**config.mk**
```make
export PLATFORM = sky130hd
export DESIGN_NAME = i2cmb_cmd_sequencer
export DESIGN_NICKNAME = d
export VERILOG_FILES = /design/src/rtl/i2cmb_cmd_sequencer.sv
export SDC_FILE = /design/constraint.sdc
export NUM_CORES = 1
export LEC_CHECK = 0
export ABC_AREA = 1
export CORE_MARGIN = 3
export CORE_UTILIZATION = 47
export DETAILED_ROUTE_END_ITERATION = 7
export GPL_ROUTABILITY_DRIVEN = 0
export PLACE_DENSITY_LB_ADDON = 0.12
export SETUP_SLACK_MARGIN = 0.02
export SLEW_MARGIN = 5
export SYNTH_ARGS = -nofsm -noshare
export SYNTH_HDL_FRONTEND = slang
export SYNTH_SLANG_ARGS = --single-unit
```
**constraint.sdc**
```tcl
create_clock -name clk_i -period 2.7 [get_ports clk_i]
set_input_delay 0.27 -clock clk_i [delete_from_list [all_inputs] [get_ports clk_i]]
set_output_delay 0.27 -clock clk_i [all_outputs]
set_load 0.005 [all_outputs]
```
**src/rtl/i2cmb_cmd_sequencer.sv**
```systemverilog
// i2cmb_cmd_sequencer: runs SET_BUS/START/address/data/STOP on the I2CMB core for one request, one done pulse each.
// Latency follows the core's irq and wb_ack_i; stalls on wr_valid and rd_ready, and accepts requests only when idle.
module i2cmb_cmd_sequencer #(
  parameter int unsigned TIMEOUT_CYCLES = 100000,
  parameter logic [7:0]  CSR_INIT       = 8'hC0
) (
  input  logic       clk_i,
  input  logic       rst_i,
  input  logic       req_valid,
  output logic       req_ready,
  input  logic       req_rw,
  input  logic [3:0] req_bus,
  input  logic [6:0] req_addr,
  input  logic [5:0] req_len,
  input  logic [7:0] wr_data,
  input  logic       wr_valid,
  output logic       wr_ready,
  output logic [7:0] rd_data,
  output logic       rd_valid,
  input  logic       rd_ready,
  output logic       done,
  output logic [2:0] status,
  output logic [1:0] wb_adr_o,
  output logic [7:0] wb_dat_o,
  output logic       wb_we_o,
  output logic       wb_cyc_o,
  output logic       wb_stb_o,
  input  logic [7:0] wb_dat_i,
  input  logic       wb_ack_i,
  input  logic       irq_i
);
  localparam logic [1:0] CSR = 2'd0, DPR = 2'd1, CMDR = 2'd2;
  localparam logic [7:0] C_WRITE = 8'd1, C_RD_ACK = 8'd2, C_RD_NAK = 8'd3;
  localparam logic [7:0] C_START = 8'd4, C_STOP = 8'd5, C_SET_BUS = 8'd6;
  localparam logic [2:0] ST_OK = 3'd0, ST_NAK_ADDR = 3'd1, ST_NAK_DATA = 3'd2;
  localparam logic [2:0] ST_ARB = 3'd3, ST_ERR = 3'd4, ST_TIMEOUT = 3'd5;

  typedef enum logic [3:0] {
    S_INIT, S_IDLE, S_WB, S_BUS_CMD, S_START, S_ADDR_DPR, S_ADDR_CMD, S_BYTE,
    S_WR_WAIT, S_WR_CMD, S_RD_DPR, S_RD_OUT, S_STOP, S_WAIT, S_TO_INIT
  } state_t;
  typedef enum logic [2:0] {P_BUS, P_START, P_ADDR, P_WDATA, P_RDATA, P_STOP} phase_t;

  state_t      state, nxt;
  phase_t      phase;
  logic        rw;
  logic [6:0]  addr;
  logic [5:0]  cnt;
  logic [2:0]  code;
  logic        fin;
  logic [31:0] tmo;

  always_ff @(posedge clk_i or posedge rst_i) begin
    if (rst_i) begin
      state <= S_INIT;   nxt <= S_IDLE;   phase <= P_BUS;
      rw <= 1'b0;        addr <= '0;      cnt <= '0;
      code <= ST_OK;     fin <= 1'b0;     tmo <= '0;
      req_ready <= 1'b0; wr_ready <= 1'b0;
      rd_data <= '0;     rd_valid <= 1'b0;
      done <= 1'b0;      status <= '0;
      wb_adr_o <= '0;    wb_dat_o <= '0;  wb_we_o <= 1'b0;
      wb_cyc_o <= 1'b0;  wb_stb_o <= 1'b0;
    end else begin
      done <= 1'b0;
      case (state)
        S_INIT: begin
          wb_cyc_o <= 1'b1; wb_stb_o <= 1'b1; wb_we_o <= 1'b1; wb_adr_o <= CSR; wb_dat_o <= CSR_INIT;
          fin <= 1'b0; nxt <= S_IDLE; state <= S_WB;
        end
        S_IDLE: if (req_valid) begin
          rw <= req_rw; addr <= req_addr; cnt <= req_len; code <= ST_OK; req_ready <= 1'b0;
          wb_cyc_o <= 1'b1; wb_stb_o <= 1'b1; wb_we_o <= 1'b1; wb_adr_o <= DPR; wb_dat_o <= {4'h0, req_bus};
          nxt <= S_BUS_CMD; state <= S_WB;
        end
        S_WB: if (wb_ack_i) begin
          wb_cyc_o <= 1'b0; wb_stb_o <= 1'b0; wb_we_o <= 1'b0; tmo <= '0;
          if (wb_we_o) begin
            state <= nxt;
            if (nxt == S_IDLE) begin
              req_ready <= 1'b1;
              if (fin) begin done <= 1'b1; status <= code; end
            end
          end else if (wb_adr_o == DPR) begin
            rd_data <= wb_dat_i; rd_valid <= 1'b1; state <= S_RD_OUT;
          // CMDR status: AL, then ERR, then NAK, then DON; arbitration loss and errors skip STOP
          end else if (wb_dat_i[5]) begin
            done <= 1'b1; status <= ST_ARB; req_ready <= 1'b1; state <= S_IDLE;
          end else if (wb_dat_i[4] || wb_dat_i[7:4] == 4'h0) begin
            done <= 1'b1; status <= ST_ERR; req_ready <= 1'b1; state <= S_IDLE;
          end else if (wb_dat_i[6]) begin
            if (phase == P_ADDR) begin
              code <= ST_NAK_ADDR; state <= S_STOP;
            end else if (phase == P_WDATA || phase == P_RDATA) begin
              code <= ST_NAK_DATA; state <= S_STOP;
            end else begin
              done <= 1'b1; status <= ST_ERR; req_ready <= 1'b1; state <= S_IDLE;
            end
          end else begin
            case (phase)
              P_BUS:   state <= S_START;
              P_START: state <= S_ADDR_DPR;
              P_ADDR:  state <= (cnt == 6'd0) ? S_STOP : S_BYTE;
              P_WDATA: begin cnt <= cnt - 6'd1; state <= (cnt == 6'd1) ? S_STOP : S_BYTE; end
              P_RDATA: state <= S_RD_DPR;
              default: begin done <= 1'b1; status <= code; req_ready <= 1'b1; state <= S_IDLE; end
            endcase
          end
        end
        S_BUS_CMD: begin
          wb_cyc_o <= 1'b1; wb_stb_o <= 1'b1; wb_we_o <= 1'b1; wb_adr_o <= CMDR; wb_dat_o <= C_SET_BUS;
          phase <= P_BUS; nxt <= S_WAIT; state <= S_WB;
        end
        S_START: begin
          wb_cyc_o <= 1'b1; wb_stb_o <= 1'b1; wb_we_o <= 1'b1; wb_adr_o <= CMDR; wb_dat_o <= C_START;
          phase <= P_START; nxt <= S_WAIT; state <= S_WB;
        end
        S_ADDR_DPR: begin
          wb_cyc_o <= 1'b1; wb_stb_o <= 1'b1; wb_we_o <= 1'b1; wb_adr_o <= DPR; wb_dat_o <= {addr, rw};
          nxt <= S_ADDR_CMD; state <= S_WB;
        end
        S_ADDR_CMD: begin
          wb_cyc_o <= 1'b1; wb_stb_o <= 1'b1; wb_we_o <= 1'b1; wb_adr_o <= CMDR; wb_dat_o <= C_WRITE;
          phase <= P_ADDR; nxt <= S_WAIT; state <= S_WB;
        end
        S_BYTE: begin
          if (rw) begin
            wb_cyc_o <= 1'b1; wb_stb_o <= 1'b1; wb_we_o <= 1'b1; wb_adr_o <= CMDR;
            wb_dat_o <= (cnt == 6'd1) ? C_RD_NAK : C_RD_ACK;
            phase <= P_RDATA; nxt <= S_WAIT; state <= S_WB;
          end else begin
            wr_ready <= 1'b1; state <= S_WR_WAIT;
          end
        end
        S_WR_WAIT: if (wr_valid) begin
          wr_ready <= 1'b0;
          wb_cyc_o <= 1'b1; wb_stb_o <= 1'b1; wb_we_o <= 1'b1; wb_adr_o <= DPR; wb_dat_o <= wr_data;
          nxt <= S_WR_CMD; state <= S_WB;
        end
        S_WR_CMD: begin
          wb_cyc_o <= 1'b1; wb_stb_o <= 1'b1; wb_we_o <= 1'b1; wb_adr_o <= CMDR; wb_dat_o <= C_WRITE;
          phase <= P_WDATA; nxt <= S_WAIT; state <= S_WB;
        end
        S_RD_DPR: begin
          wb_cyc_o <= 1'b1; wb_stb_o <= 1'b1; wb_we_o <= 1'b0; wb_adr_o <= DPR; wb_dat_o <= '0;
          nxt <= S_RD_OUT; state <= S_WB;
        end
        S_RD_OUT: if (rd_ready) begin
          rd_valid <= 1'b0; cnt <= cnt - 6'd1;
          state <= (cnt == 6'd1) ? S_STOP : S_BYTE;
        end
        S_STOP: begin
          wb_cyc_o <= 1'b1; wb_stb_o <= 1'b1; wb_we_o <= 1'b1; wb_adr_o <= CMDR; wb_dat_o <= C_STOP;
          phase <= P_STOP; nxt <= S_WAIT; state <= S_WB;
        end
        S_WAIT: begin
          if (irq_i) begin
            wb_cyc_o <= 1'b1; wb_stb_o <= 1'b1; wb_we_o <= 1'b0; wb_adr_o <= CMDR; wb_dat_o <= '0;
            state <= S_WB;
          // a hung core is disabled and re-enabled before reporting the timeout
          end else if (tmo >= TIMEOUT_CYCLES - 1) begin
            wb_cyc_o <= 1'b1; wb_stb_o <= 1'b1; wb_we_o <= 1'b1; wb_adr_o <= CSR; wb_dat_o <= 8'h00;
            nxt <= S_TO_INIT; state <= S_WB;
          end else begin
            tmo <= tmo + 32'd1;
          end
        end
        S_TO_INIT: begin
          wb_cyc_o <= 1'b1; wb_stb_o <= 1'b1; wb_we_o <= 1'b1; wb_adr_o <= CSR; wb_dat_o <= CSR_INIT;
          fin <= 1'b1; code <= ST_TIMEOUT; nxt <= S_IDLE; state <= S_WB;
        end
        default: state <= S_INIT;
      endcase
    end
  end
endmodule

```
==> results.json, run 1 <==
{
  "min_period_ps": 2240,
  "io_pins": 69,
  "p_comb_share_pct": 45.7,
  "cp.buffers_inverters": 3,
  "crit_path_start_kind": "register",
  "chipHeight_um": 108,
  "avgSynthCellArea_um2": 7.48,
  "relSlewSlack_pct": 69.2,
  "grt_pass1_vias": 4256,
  "diodes": 0,
  "rsz0062_at_grt": "no",
  "yosys.area.top_type_share_pct": 44.3,
  "ys_warn_count": 0,
  "synth.largest_area_cell": "dfrtp_1",
  "cts_inserted_buffers": 9,
  "num_rows": 36,
  "max_freq_mhz": 447,
  "track_usage_pct": 21.2,
  "vias_per_cell": 5.11,
  "p_int_mw": 3.23,
  "ctsHoldBuffers": 0,
  "yosysUniqueCellTypes": 46,
  "wl_um": 11700,
  "cts_setup_buffers": 0,
  "initialDrtViolationCount": 440,
  "regToRegSetupSlack_ps": 460,
  "critPathKind": "reg2reg",
  "synth_fp_nets": 702,
  "power_density_nw_per_um2": 932,
  "p_switching_mw": 2.26,
  "p_seq_share_pct": 35.9,
  "clkTransAtPathRegs_ps": 90,
  "ff_latch_area_um2": 2200,
  "grt-ovfl-total": 0,
  "antenna_found_initial": 0,
  "vias": 4395,
  "hpwlAfterDp_um": 8680,
  "drv_cap": 0,
  "grtUsageMet3_pct": 4.66,
  "core_region_area_um2": 9950,
  "fin_crit_sh_pct": 82.8,
  "slowest_stage": "dfrtp_1",
  "placedCellCount": 844,
  "grt_most_used_layer": "met2",
  "maxSlewViolCount": 0,
  "use_met2_pct": 35.2,
  "start_util_pct": 49.4,
  "io_buffers": 68,
  "cts_max_path_buffers": 2,
  "crit_family": "simple AND/OR/NAND/NOR gates",
  "synth_area_um2": 4910,
  "synth_edf_count": 0,
  "wl_per_cell_um": 13.6,
  "drc": 0,
  "use_met1_pct": 27.9,
  "ant_nets": 0,
  "synth-seq-cells": 88,
  "multi_input_area_um2": 2280,
  "dieArea_um2": 11700,
  "status": "complete, no violations",
  "power_switching_share_pct": 41.2,
  "cts_repair_resize_count": 0,
  "nFillCells": 920,
  "worst_path_most_repeated_cell": "nand2_1",
  "max-vdd-ir-drop_mv": 0.542,
  "clk_latency_ps": 360,
  "hp-class": "in2async",
  "yosys-top-cells-area": "dfrtp_1 44%, nand2_1 16%, nor2_1 6.3%, inv_1 5.8%, o21ai_0 3.7%",
  "worst_pin_slew_ps": 463,
  "clkSinkCount": 88,
  "cts_htree_levels": 3,
  "clock-root-buffer": "clkbuf_8",
  "fin_tns_setup_ps": 0,
  "layout-drive-gt1-share_pct": 7.29,
  "fin_skew_ps": 11.3,
  "finalSetupViolations": 0,
  "max_stage_delay_ps": 440,
  "grt_pass1_wl_um": 19900,
  "leakage_nw": 2.85,
  "crit_chain": "inv_1 > nand2_1 > nor2_4 > inv_2 > nor2_2 > nand3_1 > nand2_2 > clkinv_1 > nand2_1 > nand2_1",
  "synth_ff_type": "dfrtp_1",
  "grt_max_degree": 89,
  "yosysSeqAreaShare_pct": 44.8,
  "end_kind": "register",
  "critical_path_peak_fanout": 17,
  "fp.dieW_um": 108,
  "crit_arrival_ps": 2490,
  "power_frac_clock_pct": 18.4,
  "fin_nets": 767,
  "dr.pass1.iters": 6,
  "area_growth_pct": 19.8,
  "netlist_instances": 657,
  "stdcell_count": 860,
  "hold_viol_final": 0,
  "cp.required_ps": 2960,
  "async_flop_share_pct": 100,
  "cts_tree": "yes"
}
[area by class of cell]
class / count / area share (%)
Clock inverter: 7 / 1.62
Timing Repair Buffer: 71 / 12.2
Sequential cell: 88 / 37.4
Tap cell: 133 / 2.83
Clock buffer: 9 / 2.10
Inverter: 80 / 5.16
Multi-Input combinational cell: 472 / 38.7
[path summary, 6_finish.rpt]
check / end / from / cells after the start
worst max-delay path: wb_dat_o[1] / state[1] / 10
worst min-delay path: tmo[25] / rst_i / 3
worst max register to register: wb_dat_o[1] / state[1] / 10
worst min register to register: addr[6] / addr[6] / 2
max in group asynchronous: nxt[0] / rst_i / 3
min in group clk_i: addr[6] / req_addr[6] / 3
[power groups by stage]
stage / registers, mW / clock network [mW] / logic (mW)
after floorplan: 1.91 / 0 / 1.83
after global placement: 1.97 / 0 / 2.46
after detailed placement: 1.99 / 0 / 2.51
after CTS: 1.97 / 1.03 / 2.52
after global routing: 2.02 / 1.09 / 2.84
final: 1.97 / 1.01 / 2.51
[synth_stat cells (all sizes together) (2+ instances only)]
cell and count:
nand4 6, nor2 90, a21oi 15, o31ai 4, xor2 14, a21boi 2, o2111ai 2, dfrtp 87
nand3 32, o211ai 3, or2 4, inv 78, mux2 6, nor3 9, clkbuf 4, nor4 5
buf 13, ha 4, a221oi 3, clkinv 2, o21ai 49, nand2 216
[layout by cell type, fill, tap and decap left out, types with 2 or more instances in the layout]
cell type and n:
bufinv_16 2, o21ai_2 3, o31ai_1 3, dfrtp_1 87, buf_4 2, o21ai_0 36
clkinv_2 3, inv_1 75, a221oi_1 3, or2_2 3, o21ai_1 10, clkinv_1 2
nand2_2 5, mux2_4 2, nor4_1 4, nand2_4 2, nor2_1 83, nor2_2 6
clkdlybuf4s50_1 68, nand2_1 209, a21oi_1 15, clkbuf_8 9, xor2_1 14, nand3_2 2
nand3_1 30, mux2_2 4, o211ai_1 3, nand4_1 6, ha_1 4, o2111ai_1 2
a21boi_0 2, nor3_1 9
[worst reg2reg max path: stages, from the launching register on]
cell and delay [ps]:
dfrtp_1 440, inv_1 120, nand2_1 130, nor2_4 240, inv_2 170, nor2_2 150
nand3_1 180, nand2_2 320, clkinv_1 220, nand2_1 110, nand2_1 50
[stage by stage]
stage	hold WS, ps	util, %	worst slack (ps)	area (um^2)	power [mW]
global placement	458	56.9	530	5670	4.43
finish	343	59.1	464	5890	5.49
floorplan	387	-	153	4910	3.74
CTS	355	59.1	468	5890	5.52
detailed placement	458	56.9	464	5670	4.50
global route	377	59.1	246	5890	5.94
[routing by layer]
metal,vias up,wire length (um)
met4,0,191
met5,-,0
met3,20,673
met2,152,5670
met1,2013,5120
li1,2210,-
[registers in the layout, summed over array words and instances (netlist names), 2 cells and up]
register,count
addr,7
cnt,6
code,3
nxt,4
phase,3
rd_data,8
state,4
status,3
tmo,32
wb_adr_o,2
wb_dat_o,8
[kinds of logic (layout without fill, tap and decap cells)]
family | count (synthesis) | in the layout | synth area share (%)
compound gates | 82 | 82 | 9.73
simple gates | 365 | 365 | 31.4
flops | 88 | 88 | 44.8
fa+ha+maj | 4 | 4 | 1.02
mux | 6 | 6 | 1.53
buf+inv | 97 | 167 | 8.81
xor+xnor | 15 | 15 | 2.67
No activity file was read; power rests on OpenSTA's default activity.
==> run 2: changes to the inputs <==
==> constraint.sdc (replaced) <==
create_clock -name clk_i -period 2.3 [get_ports clk_i]
set_input_delay 0.23 -clock clk_i [delete_from_list [all_inputs] [get_ports clk_i]]
set_output_delay 0.23 -clock clk_i [all_outputs]
set_load 0.005 [all_outputs]
==> run 2 against run 1 <==
  * Sequential share of layout area shrank 0.63 points
  * Register-to-register slack got worse by 250 ps
  * Final area is 1.7% higher
  * Total power increased by 22%
  * Fmax rose by 7.0%
  * Via count rose by 0.34%
  * Setup slack worse by 250 ps
  * Wire length up 1.3%
  * Critical path type unchanged
  * Largest cell class unchanged
==> results.json, run 2 (synthesized netlist as in run 1, its figures left out) <==
{
  "clock-root-buffer": "clkbuf_8",
  "power_frac_clock_pct": 18.5,
  "leakage_nw": 2.90,
  "fin_crit_sh_pct": 90.9,
  "power_switching_share_pct": 41.3,
  "vias": 4410,
  "final_design_area_no_fill_um2": 5990,
  "io_buffers": 68,
  "maxSlewViolCount": 0,
  "wl_per_cell_um": 13.6,
  "final_common_cell": "nand2_1",
  "grt_pass1_wl_um": 19800,
  "clkSinkCount": 88,
  "track_usage_pct": 21.3,
  "end_kind": "register",
  "crit_arrival_ps": 2330,
  "grt-ovfl-total": 0,
  "clk_latency_ps": 370,
  "critPathKind": "reg2reg",
  "hold_viol_final": 0,
  "dp_slack_ps": 216,
  "core_region_area_um2": 9950,
  "initialDrtViolationCount": 362,
  "num_rows": 36,
  "power_mw": 6.70,
  "p_int_mw": 3.94,
  "antenna_found_initial": 0,
  "vias_per_cell": 5.07,
  "p_seq_share_pct": 34.3,
  "ant_nets": 0,
  "placedCellCount": 849,
  "rsz0062_at_grt": "yes",
  "area_growth_pct": 21.8,
  "fin_skew_ps": 11.9,
  "worst_path_most_repeated_cell": "nand2_1",
  "fin_nets": 777,
  "max-vdd-ir-drop_mv": 0.597,
  "top_register": "tmo",
  "layout-drive-gt1-share_pct": 8.55,
  "start_util_pct": 49.4,
  "cts_inserted_buffers": 9,
  "grt_max_degree": 89,
  "p_switching_mw": 2.77,
  "min_period_ps": 2090,
  "dieArea_um2": 11700,
  "finalSetupViolations": 0,
  "cp.required_ps": 2540,
  "critical_path_peak_fanout": 7,
  "cts_tree": "yes",
  "slowest_stage": "dfrtp_1",
  "status": "complete, no violations",
  "drc": 0,
  "diodes": 0,
  "wl_um": 11800,
  "worst_pin_slew_ps": 478,
  "io_pins": 69,
  "setup_ws_ps": 210,
  "final_cell_mix": "209 x nand2_1, 87 x dfrtp_1, 83 x nor2_1, 75 x inv_1, 68 x clkdlybuf4s50_1",
  "hpwlAfterDp_um": 8590,
  "placed_area_um2": 5710,
  "drv_cap": 0,
  "relSlewSlack_pct": 68.1,
  "stdcell_count": 870,
  "hp-class": "in2async",
  "p_comb_share_pct": 47.2,
  "power_density_nw_per_um2": 1120,
  "largest_reg_flops": 32,
  "clkTransAtPathRegs_ps": 100,
  "fp.dieW_um": 108,
  "chipHeight_um": 108,
  "max_freq_mhz": 478,
  "grt_pass1_vias": 4152,
  "crit_chain": "ha_1 > nand3_1 > inv_1 > nand2_1 > nand2_1 > nand2_1 > nand2_1 > nand2_1 > nand3_1 > nand3_1 > nand2_1 > o21ai_0",
  "cts_htree_levels": 3,
  "cts_max_path_buffers": 2,
  "reg.largest.list": "tmo x32, rd_data x8, wb_dat_o x8",
  "crit_path_start_kind": "register",
  "dr.pass1.iters": 5,
  "max_stage_delay_ps": 430
}
run 2: changes by cell type in the layout (fill, tap and decap cells not counted):
cell        delta
nand2_8        +1
buf_4         +10
inv_6          +2
clkinv_4       +1
inv_4          -1
clkinvlp_4     +1
nand2_2        -1
clkinv_2       -3
run 2: repair_timing:
| action | 4_1_cts | 5_1_grt |
|---|---|---|
| hold buffers | 0 | 0 |
| setup buffers | 0 | 5 |
| gates resized for setup | 0 | 3 |
| setup endpoints to repair | 0 | 35 |
run 2: worst max-delay path: cells and delay by family (launching register included):
| kind | cells | cell delay, ps |
|---|---|---|
| buf+inv | 1 | 120 |
| compound gates | 1 | 90 |
| simple gates | 9 | 1090 |
| flops | 1 | 430 |
| fa+ha+maj | 1 | 260 |
run 2: worst paths after layout:
path	end	start	slack (ps)	cells past startpoint
setup / recovery	state[3]	tmo[0]	210	12
hold / removal	rd_data[0]	rst_i	330	3
setup reg to reg	state[3]	tmo[0]	210	12
hold reg to reg	addr[5]	addr[5]	480	2
max in group asynchronous	nxt[0]	rst_i	1590	3
min in group clk_i	rw	req_rw	430	3
run 2: cell type report:
type	count	area, um^2
well taps	133	166
clock inverters	7	103
repair buffers	81	791
clock buffers	9	124
flip-flops and latches	88	2200
multi-input cells	472	2290
fillers	930	3970
inverters	80	309
run 2: per-layer routing:
layer | vias to the layer above | wire length [um] | global-route usage [%]
li1 | 2227 | - | -
met3 | 19 | 648 | 4.90
met4 | 0 | 204 | 6.49
met1 | 2038 | 5210 | 27.9
met5 | - | 0 | 0
met2 | 126 | 5740 | 35.2
run 2: power by group through the flow:
stage | logic [mW] | clock network, mW | registers, mW
floorplan | 2.15 | 0 | 2.24
global placement | 2.99 | 0 | 2.31
detailed placement | 3.05 | 0 | 2.32
CTS | 3.06 | 1.27 | 2.30
global route | 3.55 | 1.34 | 2.35
finish | 3.16 | 1.24 | 2.30
run 2: per-stage QoR:
stage | util (%) | TNS (ps) | hold slack [ps]
after floorplan | - | 0 | 347
after global placement | 57.3 | 0 | 455
after detailed placement | 57.3 | 0 | 458
after CTS | 59.6 | 0 | 352
after global routing | 60.2 | -130 | 374
final | 60.2 | 0 | 330
